[config.mk]
export PLATFORM = sky130hd
export DESIGN_NAME = mitm_select_ctrl
export DESIGN_NICKNAME = d
export VERILOG_FILES = /design/src/rtl/mitm_pkg.sv /design/src/rtl/mitm_select_lane.sv /design/src/rtl/mitm_select_ctrl.sv
export SDC_FILE = /design/constraint.sdc
export NUM_CORES = 1
export LEC_CHECK = 0
export CAP_MARGIN = 20
export CORE_MARGIN = 1.5
export CORE_UTILIZATION = 42
export DETAILED_ROUTE_END_ITERATION = 12
export HOLD_SLACK_MARGIN = 0.06
export PLACE_DENSITY = 0.75
export SLEW_MARGIN = 20
export SYNTH_ARGS = -nofsm -noshare
export SYNTH_HDL_FRONTEND = slang
export SYNTH_HIERARCHICAL = 1
export SYNTH_SLANG_ARGS = --single-unit
[constraint.sdc]
create_clock -name sys_clk -period 1.9 [get_ports sys_clk]
set_input_delay 0.38 -clock sys_clk [delete_from_list [all_inputs] [get_ports sys_clk]]
set_output_delay 0.38 -clock sys_clk [all_outputs]
set_load 0.01 [all_outputs]
[src/rtl/mitm_pkg.sv]
// Shared definitions for the MITM select path: lane state encoding and select values.
// Also used by the output mux bench.
package mitm_pkg;

    typedef enum logic {
        LANE_SETTLED = 1'b0,
        LANE_PENDING = 1'b1
    } lane_state_e;

    localparam logic SEL_PASS   = 1'b0;
    localparam logic SEL_INJECT = 1'b1;

    // Bits needed to hold 0..max_val; never narrower than one bit.
    function automatic int unsigned cnt_width(input int unsigned max_val);
        if (max_val <= 1) begin
            return 1;
        end
        return $clog2(max_val + 1);
    endfunction

endpackage

[src/rtl/mitm_select_lane.sv]
// One select lane: waits for its two sources to agree for SETTLE_CYCLES edges
// (or for the timeout) before flipping its select bit, with done/forced pulses.
module mitm_select_lane
    import mitm_pkg::*;
#(
    parameter int unsigned SETTLE_CYCLES  = 2,
    parameter int unsigned TIMEOUT_CYCLES = 16
) (
    input  logic clk_i,
    input  logic rst_i,
    input  logic req_i,
    input  logic freeze_i,
    input  logic line0_i,
    input  logic line1_i,
    output logic select_o,
    output logic done_o,
    output logic forced_o,
    output logic pending_o
);

    localparam bit          TIMEOUT_EN = (TIMEOUT_CYCLES != 0);
    localparam int unsigned MATCH_W    = cnt_width(SETTLE_CYCLES - 1);
    localparam int unsigned WAIT_W     = TIMEOUT_EN ? cnt_width(TIMEOUT_CYCLES - 1) : 1;

    localparam logic [MATCH_W-1:0] MATCH_LAST = MATCH_W'(SETTLE_CYCLES - 1);
    // Without a timeout the wait counter simply parks at all-ones.
    localparam logic [WAIT_W-1:0]  WAIT_LAST  = TIMEOUT_EN ? WAIT_W'(TIMEOUT_CYCLES - 1) : '1;

    lane_state_e        state_q, state_d;
    logic               select_q, select_d;
    logic               done_q, done_d;
    logic               forced_q, forced_d;
    logic [MATCH_W-1:0] match_q, match_d;
    logic [WAIT_W-1:0]  wait_q, wait_d;

    logic equal;
    logic withdrawn;

    always_comb begin
        state_d   = state_q;
        select_d  = select_q;
        match_d   = match_q;
        wait_d    = wait_q;
        done_d    = 1'b0;
        forced_d  = 1'b0;
        equal     = (line0_i == line1_i);
        withdrawn = (req_i == select_q);

        unique case (state_q)
            LANE_SETTLED: begin
                if (!freeze_i && !withdrawn) begin
                    state_d = LANE_PENDING;
                    match_d = '0;
                    wait_d  = '0;
                end
            end
            LANE_PENDING: begin
                // Withdrawal is honoured even while frozen.
                if (withdrawn) begin
                    state_d = LANE_SETTLED;
                    match_d = '0;
                    wait_d  = '0;
                end else if (!freeze_i) begin
                    if (equal && (match_q == MATCH_LAST)) begin
                        state_d  = LANE_SETTLED;
                        select_d = ~select_q;
                        done_d   = 1'b1;
                        match_d  = '0;
                        wait_d   = '0;
                    end else if (TIMEOUT_EN && (wait_q == WAIT_LAST)) begin
                        state_d  = LANE_SETTLED;
                        select_d = ~select_q;
                        done_d   = 1'b1;
                        forced_d = 1'b1;
                        match_d  = '0;
                        wait_d   = '0;
                    end else begin
                        if (!equal) begin
                            match_d = '0;
                        end else if (match_q != MATCH_LAST) begin
                            match_d = match_q + MATCH_W'(1);
                        end
                        if (wait_q != WAIT_LAST) begin
                            wait_d = wait_q + WAIT_W'(1);
                        end
                    end
                end
            end
            default: begin
                state_d = LANE_SETTLED;
            end
        endcase
    end

    always_ff @(posedge clk_i) begin
        if (rst_i) begin
            state_q  <= LANE_SETTLED;
            select_q <= SEL_PASS;
            done_q   <= 1'b0;
            forced_q <= 1'b0;
            match_q  <= '0;
            wait_q   <= '0;
        end else begin
            state_q  <= state_d;
            select_q <= select_d;
            done_q   <= done_d;
            forced_q <= forced_d;
            match_q  <= match_d;
            wait_q   <= wait_d;
        end
    end

    always_comb begin
        select_o  = select_q;
        done_o    = done_q;
        forced_o  = forced_q;
        pending_o = (state_q == LANE_PENDING);
    end

endmodule

[src/rtl/mitm_select_ctrl.sv]
// Per-line select controller for the MITM output mux: one independent lane per bus line,
// busy is the OR of all lanes currently pending.
module mitm_select_ctrl
    import mitm_pkg::*;
#(
    parameter int unsigned WIDTH          = 4,
    parameter int unsigned SETTLE_CYCLES  = 2,
    parameter int unsigned TIMEOUT_CYCLES = 16
) (
    input  logic             sys_clk,
    input  logic             rst,
    input  logic [WIDTH-1:0] req_line,
    input  logic             freeze,
    input  logic [WIDTH-1:0] in_line0,
    input  logic [WIDTH-1:0] in_line1,
    output logic [WIDTH-1:0] select_line,
    output logic [WIDTH-1:0] switch_done,
    output logic [WIDTH-1:0] forced,
    output logic             busy
);

    logic [WIDTH-1:0] lane_pending;

    for (genvar g = 0; g < WIDTH; g++) begin : g_lane
        mitm_select_lane #(
            .SETTLE_CYCLES (SETTLE_CYCLES),
            .TIMEOUT_CYCLES(TIMEOUT_CYCLES)
        ) u_lane (
            .clk_i    (sys_clk),
            .rst_i    (rst),
            .req_i    (req_line[g]),
            .freeze_i (freeze),
            .line0_i  (in_line0[g]),
            .line1_i  (in_line1[g]),
            .select_o (select_line[g]),
            .done_o   (switch_done[g]),
            .forced_o (forced[g]),
            .pending_o(lane_pending[g])
        );
    end

    always_comb begin
        busy = |lane_pending;
    end

endmodule

==> results of run 1 <==
==> through the flow <==
step                utilization [%]  cells  worst slack (ps)  area, um2
floorplan                         -    193               423       1820
global placement               56.9    289              9.45       2320
detailed placement             56.9    289             0.599       2320
CTS                            58.8    296              69.0       2400
global route                   58.8    296              23.0       2400
finish                         58.8    296              92.8       2400
==> timing repair <==
| item | in CTS | in global routing |
|---|---|---|
| hold buffers | 0 | 0 |
| setup endpoints to repair | 1 | 0 |
| resized for setup | 1 | 0 |
==> worst register-to-register path, delay by kind of cell, from the launching register on <==
family	cells	cell delay, ps
flops	1	410
mux	1	130
xor+xnor	1	130
buf+inv	1	170
simple gates	1	130
compound gates	1	400
==> cell families after synthesis <==
family / count (synthesis) / synth area share (%)
fa+ha+maj: 4 / 2.74
buf+inv: 8 / 1.65
compound gates: 44 / 18.1
simple gates: 81 / 25.7
mux: 12 / 6.86
xor+xnor: 8 / 5.49
flops: 36 / 39.5
==> layout make-up <==
cell class | instances | area [um2] | area share (%)
Clock inverter | 1 | 5.00 | 0.208
Multi-Input combinational cell | 149 | 1070 | 44.7
Sequential cell | 36 | 721 | 30.0
Tap cell | 50 | 62.6 | 2.61
Inverter | 8 | 30.0 | 1.25
Timing Repair Buffer | 46 | 437 | 18.2
Clock buffer | 6 | 72.6 | 3.02
==> power by group through the flow <==
stage	logic, mW	registers, mW	clock network (mW)
floorplan	0.0924	0.788	0
CTS	0.201	0.768	0.525
finish	0.200	0.768	0.507
global placement	0.200	0.785	0
global route	0.220	0.769	0.561
detailed placement	0.202	0.785	0
==> cells in the final DEF, fill, tap and decap left out, types with 12 or more instances in the layout <==
cell type,netlist,layout
buf_4,0,17
clkdlybuf4s50_1,0,26
dfxtp_1,36,36
nand2_1,20,20
nor2_1,12,12
nor2b_1,12,12
==> routing by layer <==
| layer | wire (um) | vias to the layer above | track usage (%) |
|---|---|---|---|
| li1 | - | 824 | - |
| met1 | 1710 | 724 | 22.4 |
| met2 | 1680 | 32 | 27.8 |
| met3 | 120 | 6 | 5.03 |
| met4 | 43 | 0 | 4.90 |
| met5 | 0 | - | 0 |
==> path summary, 6_finish.rpt <==
kind | endpoint | slack (ps) | cells past startpoint
worst min-delay path | g_lane[1].u_lane/wait_q[0] | 480 | 2
worst max register to register | g_lane[1].u_lane/wait_q[2] | 480 | 5
worst min register to register | g_lane[1].u_lane/wait_q[0] | 480 | 2
worst max-delay path | busy | 90 | 2
==> sequential cells by signal, summed over array words and instances (netlist names) <==
register / cells
g_lane.u_lane/match_q: 4
g_lane.u_lane/wait_q: 16
g_lane.u_lane/select_o: 4
g_lane.u_lane/forced_o: 4
g_lane.u_lane/done_o: 4
g_lane.u_lane/pending_o: 4
==> Flow_metrics.wiki, run 1 <==
{| class="wikitable"
! Metric !! Value
|-
| Share of synthesized flip-flops with an asynchronous set or reset || 0%
|-
| Final setup violating endpoints || 0
|-
| Total wire length || 3550 um
|-
| DRC errors left || 0
|-
| Largest area contributor in the synthesized netlist || dfxtp_1
|-
| Number of buffer cells added on primary ports || 27
|-
| Fraction of power consumed by the clock network || 34.4%
|-
| Comb pwr share || 13.5%
|-
| Floorplan core area || 0.00409 mm2
|-
| Average via count per standard cell || 5.36
|-
| Unrepaired setup endpoints after global routing || no
|-
| Net count, final || 265
|-
| Die Wd || 68.9 um
|-
| Share of post-route cells with drive strength above 1 || 16.7%
|-
| I/O pin total || 28
|-
| Net switching share of the total power || 24.0%
|-
| Worst min-delay path class || flip-flop to flip-flop
|-
| Syn_area_per_cell || 9.45 um2
|-
| HPWL reported at the end of detailed placement || 2630 um
|-
| Final hold slack || 484 ps
|-
| Total internal power || 1.12 mW
|-
| Top_reg_cell synth || dfxtp_1
|-
| Worst IR Drop VDD || 0.226 mV
|-
| Number of nets with antenna violations after detailed routing || 0
|-
| Share of the clock period used by the worst path || 95.1%
|-
| Total negative slack || 0 ps
|-
| Clock Root Buffer || clkbuf_8
|-
| Origin of the worst setup path || g_lane[1].u_lane/pending_o
|-
| Peak Freq || 0.553 GHz
|-
| Wirelength per Cell || 12.0 um
|-
| Maximum fanout along the worst path || 2
|-
| Cell type group with the largest total delay on the critical path || simple AND/OR/NAND/NOR gates
|-
| Clock slew at the register clock pins of the worst setup and hold paths || 60 ps
|-
| Buffers inserted by post-CTS timing repair || 0
|-
| Run status || finished, final reports clean
|-
| Cell Chain, Critical Path || or4_1 > dlygate4sd2_1
|-
| Vias in the first global route || 1443
|-
| Total overflow reported by the global router || 0
|-
| Crit start category || flip-flop
|-
| Number of levels the H-tree was split into || 2
|-
| Worst r2r src || g_lane[1].u_lane/select_o
|-
| Delay of the slowest critical-path stage || 530 ps
|-
| Count of endpoints failing hold in the final timing report || 0
|-
| CTS tree || built
|-
| Total GRT Usage || 17.2%
|-
| Cell with the largest stage delay on the worst path || or4_1
|-
| Transition at the pin with the smallest max-transition slack || 356 ps
|-
| Pleak || 0.880 nW
|-
| Final total power || 1.47 mW
|-
| Largest net degree at the start of global routing || 25
|-
| Cell with the most instances after synthesis || dfxtp_1
|-
| First-pass iteration count of the detailed router || 4
|-
| # clock sinks || 36
|-
| Max Buffers Root-to-Sink || 2
|-
| Power density of the placed cells || 614 mW/mm2
|-
| Height of the die || 68.9 um
|-
| Wire length of the first global-routing pass || 6210 um
|-
| # fillers || 363
|-
| Path type of the worst setup path || flip-flop to output pin
|-
| Remaining max-slew budget at the tightest pin || 76.1%
|-
| Final weighted congestion in routability-driven placement || 0.826
|-
| Distinct cell type count after synthesis || 25
|-
| Net switching power || 0.355 mW
|-
| Number of violations reported at the end of detailed-routing iteration 0 || 112
|-
| Starting density of the core || 44.6%
|-
| Data arrival time of the worst path || 1430 ps
|-
| Syn Std Cell Area || 0.00182 mm2
|-
| Total number of yosys warnings || 6
|-
| Max Cap Violations || 0
|-
| Die outline area || 0.00475 mm2
|-
| Sequential-to-total area share from yosys stat || 39.5%
|-
| Share of total power in sequential cells || 52.1%
|-
| Most common library cells after synthesis || dfxtp_1 (36), nand2_1 (20), nor2_1 (12), nor2b_1 (12)
|-
| TritonCTS Buffers || 5
|-
| Antenna violations before repair || 0
|-
| Hold wc startpoint || g_lane[1].u_lane/wait_q[0]
|-
| Ant diodes || 0
|-
| Syn-to-layout area delta || 31.6%
|-
| Net count after synthesis || 212
|-
| Crit path capture type || output pin
|-
| Site row count || 23
|-
| Via count || 1586
|-
| Final Skew || 5.52 ps
|-
| Final-report max-slew violation count || 0
|-
| Time the final worst path needs with I/O delays and setup || 1810 ps
|-
| Post-synthesis register bit count || 36
|-
| Number of flops mapped to enable cells by yosys || 0
|-
| Post-synthesis instance total || 193
|-
| Worst-skew pair later-pin latency || 290 ps
|-
| Required time of the critical path || 1520 ps
|-
| Count of buffer and inverter cells on the critical path || 1
|-
| Post-synth top area share || 39.5%
|-
| Top area cells in the synthesized netlist || dfxtp_1 (40%), mux2i_1 (4.4%), nand2_1 (4.1%), nor2b_1 (4.1%), xnor2_2 (3.6%)
|}
Note: power is estimated with default switching activity, not from simulation.
==> inputs of run 2 (changes only) <==
--- a/config.mk
+++ b/config.mk
@@ -8,8 +8,8 @@
 export CAP_MARGIN = 20
 export CORE_MARGIN = 1.5
-export CORE_UTILIZATION = 42
+export CORE_UTILIZATION = 40
 export DETAILED_ROUTE_END_ITERATION = 12
 export HOLD_SLACK_MARGIN = 0.06
-export PLACE_DENSITY = 0.75
+export PLACE_DENSITY = 0.72
 export SLEW_MARGIN = 20
 export SYNTH_ARGS = -nofsm -noshare
==> constraint.sdc (replaced) <==
create_clock -name sys_clk -period 1.9 [get_ports sys_clk]
set_input_delay 0.285 -clock sys_clk [delete_from_list [all_inputs] [get_ports sys_clk]]
set_output_delay 0.285 -clock sys_clk [all_outputs]
set_load 0.01 [all_outputs]
==> run 2 against run 1 <==
  * Sequential cell count stayed put
  * Global-route usage decreased by 1.4 points
  * Critical path depth unchanged
  * Fmax grew 6.1%
  * Cell area fell by 0.83%
  * Critical endpoint unchanged
  * Largest power group unchanged
==> Flow_metrics.wiki, run 2 (synthesized netlist as in run 1, its figures left out) <==
{| class="wikitable"
! Metric !! Value
|-
| Total wire length || 3610 um (+1.4%)
|-
| Pleak || 0.866 nW (-1.6%)
|-
| Max Cap Violations || 0 (unchanged)
|-
| Starting density of the core || 41.6% (-3.0 points)
|-
| Total overflow reported by the global router || 0 (unchanged)
|-
| Number of buffer cells added on primary ports || 27 (unchanged)
|-
| Die outline area || 0.00497 mm2 (+4.8%)
|-
| Comb pwr share || 13.3% (-0.2 points)
|-
| Final setup violating endpoints || 0 (unchanged)
|-
| Total negative slack || 0 ps (unchanged)
|-
| Net switching share of the total power || 24.0% (-0.077 points)
|-
| Antenna violations before repair || 0 (unchanged)
|-
| Worst-skew pair later-pin latency || 290 ps (about the same)
|-
| Sequential cell area || 721 um2 (unchanged)
|-
| Share of total power in sequential cells || 52.4% (+0.3 points)
|-
| Number of violations reported at the end of detailed-routing iteration 0 || 110 (-1.8%)
|-
| Number of levels the H-tree was split into || 2 (unchanged)
|-
| Syn-to-layout area delta || 30.5%
|-
| Worst min-delay path class || flip-flop to flip-flop
|-
| Clock slew at the register clock pins of the worst setup and hold paths || 70 ps (about the same)
|-
| Largest net degree at the start of global routing || 33 (+32%)
|-
| Transition at the pin with the smallest max-transition slack || 382 ps (+25.3 ps)
|-
| Height of the die || 70.5 um (+2.4%)
|-
| Data arrival time of the worst path || 1420 ps (about the same)
|-
| TritonCTS Buffers || 5 (unchanged)
|-
| Most frequent cells in the layout || dfxtp_1 (36), clkdlybuf4s50_1 (26), nand2_1 (20), buf_4 (14)
|-
| Register name with the most flops || g_lane.u_lane/wait_q
|-
| Max Buffers Root-to-Sink || 2 (unchanged)
|-
| Power density of the placed cells || 616 mW/mm2 (+0.27%)
|-
| Share of the clock period used by the worst path || 89.7% (-5.5 points)
|-
| Most common cell after layout, fill and taps aside || dfxtp_1
|-
| HPWL reported at the end of detailed placement || 2530 um (-3.6%)
|-
| Clock Root Buffer || clkbuf_8
|-
| Time the final worst path needs with I/O delays and setup || 1700 ps (-104 ps)
|-
| Wire length of the first global-routing pass || 6390 um (+2.9%)
|-
| Final Skew || 6.61 ps (+1.08 ps)
|-
| Floorplan core area || 0.00438 mm2 (+7.3%)
|-
| Ant diodes || 0 (unchanged)
|-
| Vias in the first global route || 1498 (+3.8%)
|-
| Peak Freq || 0.587 GHz (+6.1%)
|-
| Number of nets with antenna violations after detailed routing || 0 (unchanged)
|-
| Footprint of the multi-input gates || 0.00107 mm2 (unchanged)
|-
| # clock sinks || 36 (unchanged)
|-
| Core utilization of the finished layout || 54.3% (-4.4 points)
|-
| Average via count per standard cell || 5.39 (+0.66%)
|-
| Worst IR Drop VDD || 0.230 mV (+2.1%)
|-
| Final weighted congestion in routability-driven placement || 0.844 (+2.2%)
|-
| Crit start category || flip-flop
|-
| Net switching power || 0.351 mW (-0.88%)
|-
| I/O pin total || 28 (unchanged)
|-
| Final-report max-slew violation count || 0 (unchanged)
|-
| Largest register FFs || 16 (unchanged)
|-
| Crit path capture type || output pin
|-
| Final total power || 1.47 mW (-0.57%)
|-
| Total GRT Usage || 15.8% (-1.4 points)
|-
| CTS tree || built
|-
| Share of post-route cells with drive strength above 1 || 15.6% (-1.0 points)
|-
| Maximum fanout along the worst path || 2 (unchanged)
|-
| Total internal power || 1.12 mW (-0.47%)
|-
| First-pass iteration count of the detailed router || 4 (unchanged)
|-
| Fraction of power consumed by the clock network || 34.3% (about the same)
|-
| # fillers || 398 (+9.6%)
|-
| Net count, final || 262 (-1.1%)
|-
| Unrepaired setup endpoints after global routing || no
|-
| Run status || finished, final reports clean
|-
| Via count || 1591 (+0.32%)
|-
| Die Wd || 70.5 um (+2.4%)
|-
| Hold bufs inserted after CTS || 0 (unchanged)
|-
| Count of endpoints failing hold in the final timing report || 0 (unchanged)
|-
| DRC errors left || 0 (unchanged)
|-
| Site row count || 24 (+4.3%)
|-
| Path type of the worst setup path || flip-flop to output pin
|-
| Required time of the critical path || 1620 ps (+100 ps)
|-
| Wirelength per Cell || 12.2 um (+1.8%)
|-
| Remaining max-slew budget at the tightest pin || 74.4% (-1.7 points)
|}
-- run 2: path summary, 6_finish.rpt --
check | from | to | slack (ps) | depth (start not counted)
setup / recovery | g_lane[1].u_lane/pending_o | busy | 200 | 2
hold / removal | g_lane[0].u_lane/wait_q[0] | g_lane[0].u_lane/wait_q[0] | 480 | 2
setup reg to reg | g_lane[3].u_lane/select_o | g_lane[3].u_lane/wait_q[2] | 440 | 4
hold reg to reg | g_lane[0].u_lane/wait_q[0] | g_lane[0].u_lane/wait_q[0] | 480 | 2
-- run 2: timing repair --
item | in CTS | in global routing
setup buffers | 0 | 0
gates resized for setup | 1 | 0
setup endpoints to repair | 1 | 0
-- run 2: power by group through the flow --
stage / registers, mW / logic [mW] / clock network [mW]
finish: 0.768 / 0.195 / 0.504
global route: 0.769 / 0.213 / 0.553
CTS: 0.768 / 0.195 / 0.531
detailed placement: 0.785 / 0.195 / 0
global placement: 0.785 / 0.194 / 0
floorplan: 0.788 / 0.0924 / 0
-- run 2: area by class of cell --
| type | count | share of cell area [%] |
|---|---|---|
| clock buffers | 6 | 3.05 |
| multi-input cells | 149 | 45.1 |
| well taps | 52 | 2.73 |
| inverters | 8 | 1.26 |
| clock inverters | 1 | 0.210 |
| flip-flops and latches | 36 | 30.3 |
| repair buffers | 43 | 17.4 |
-- run 2: per-stage QoR --
stage                     hold slack, ps  instances  setup slack [ps]  cell area [um2]
after floorplan                      354        193               491             1820
final                                482        295               196             2380
after CTS                            485        295               172             2380
after global routing                 505        295               122             2380
after global placement               472        288              96.0             2300
after detailed placement             475        288              93.0             2300
-- run 2: layer usage --
| layer | vias up | routed length, um | GRT usage [%] |
|---|---|---|---|
| met5 | - | 0 | 0 |
| met4 | 0 | 45 | 7.13 |
| met3 | 7 | 188 | 4.42 |
| met2 | 38 | 1680 | 25.4 |
| met1 | 731 | 1690 | 20.0 |
| li1 | 815 | - | - |
-- run 2: critical path: stages, from the launching register on --
cell,delay (ps)
dfxtp_1,310
or4_1,530
dlygate4sd2_1,300
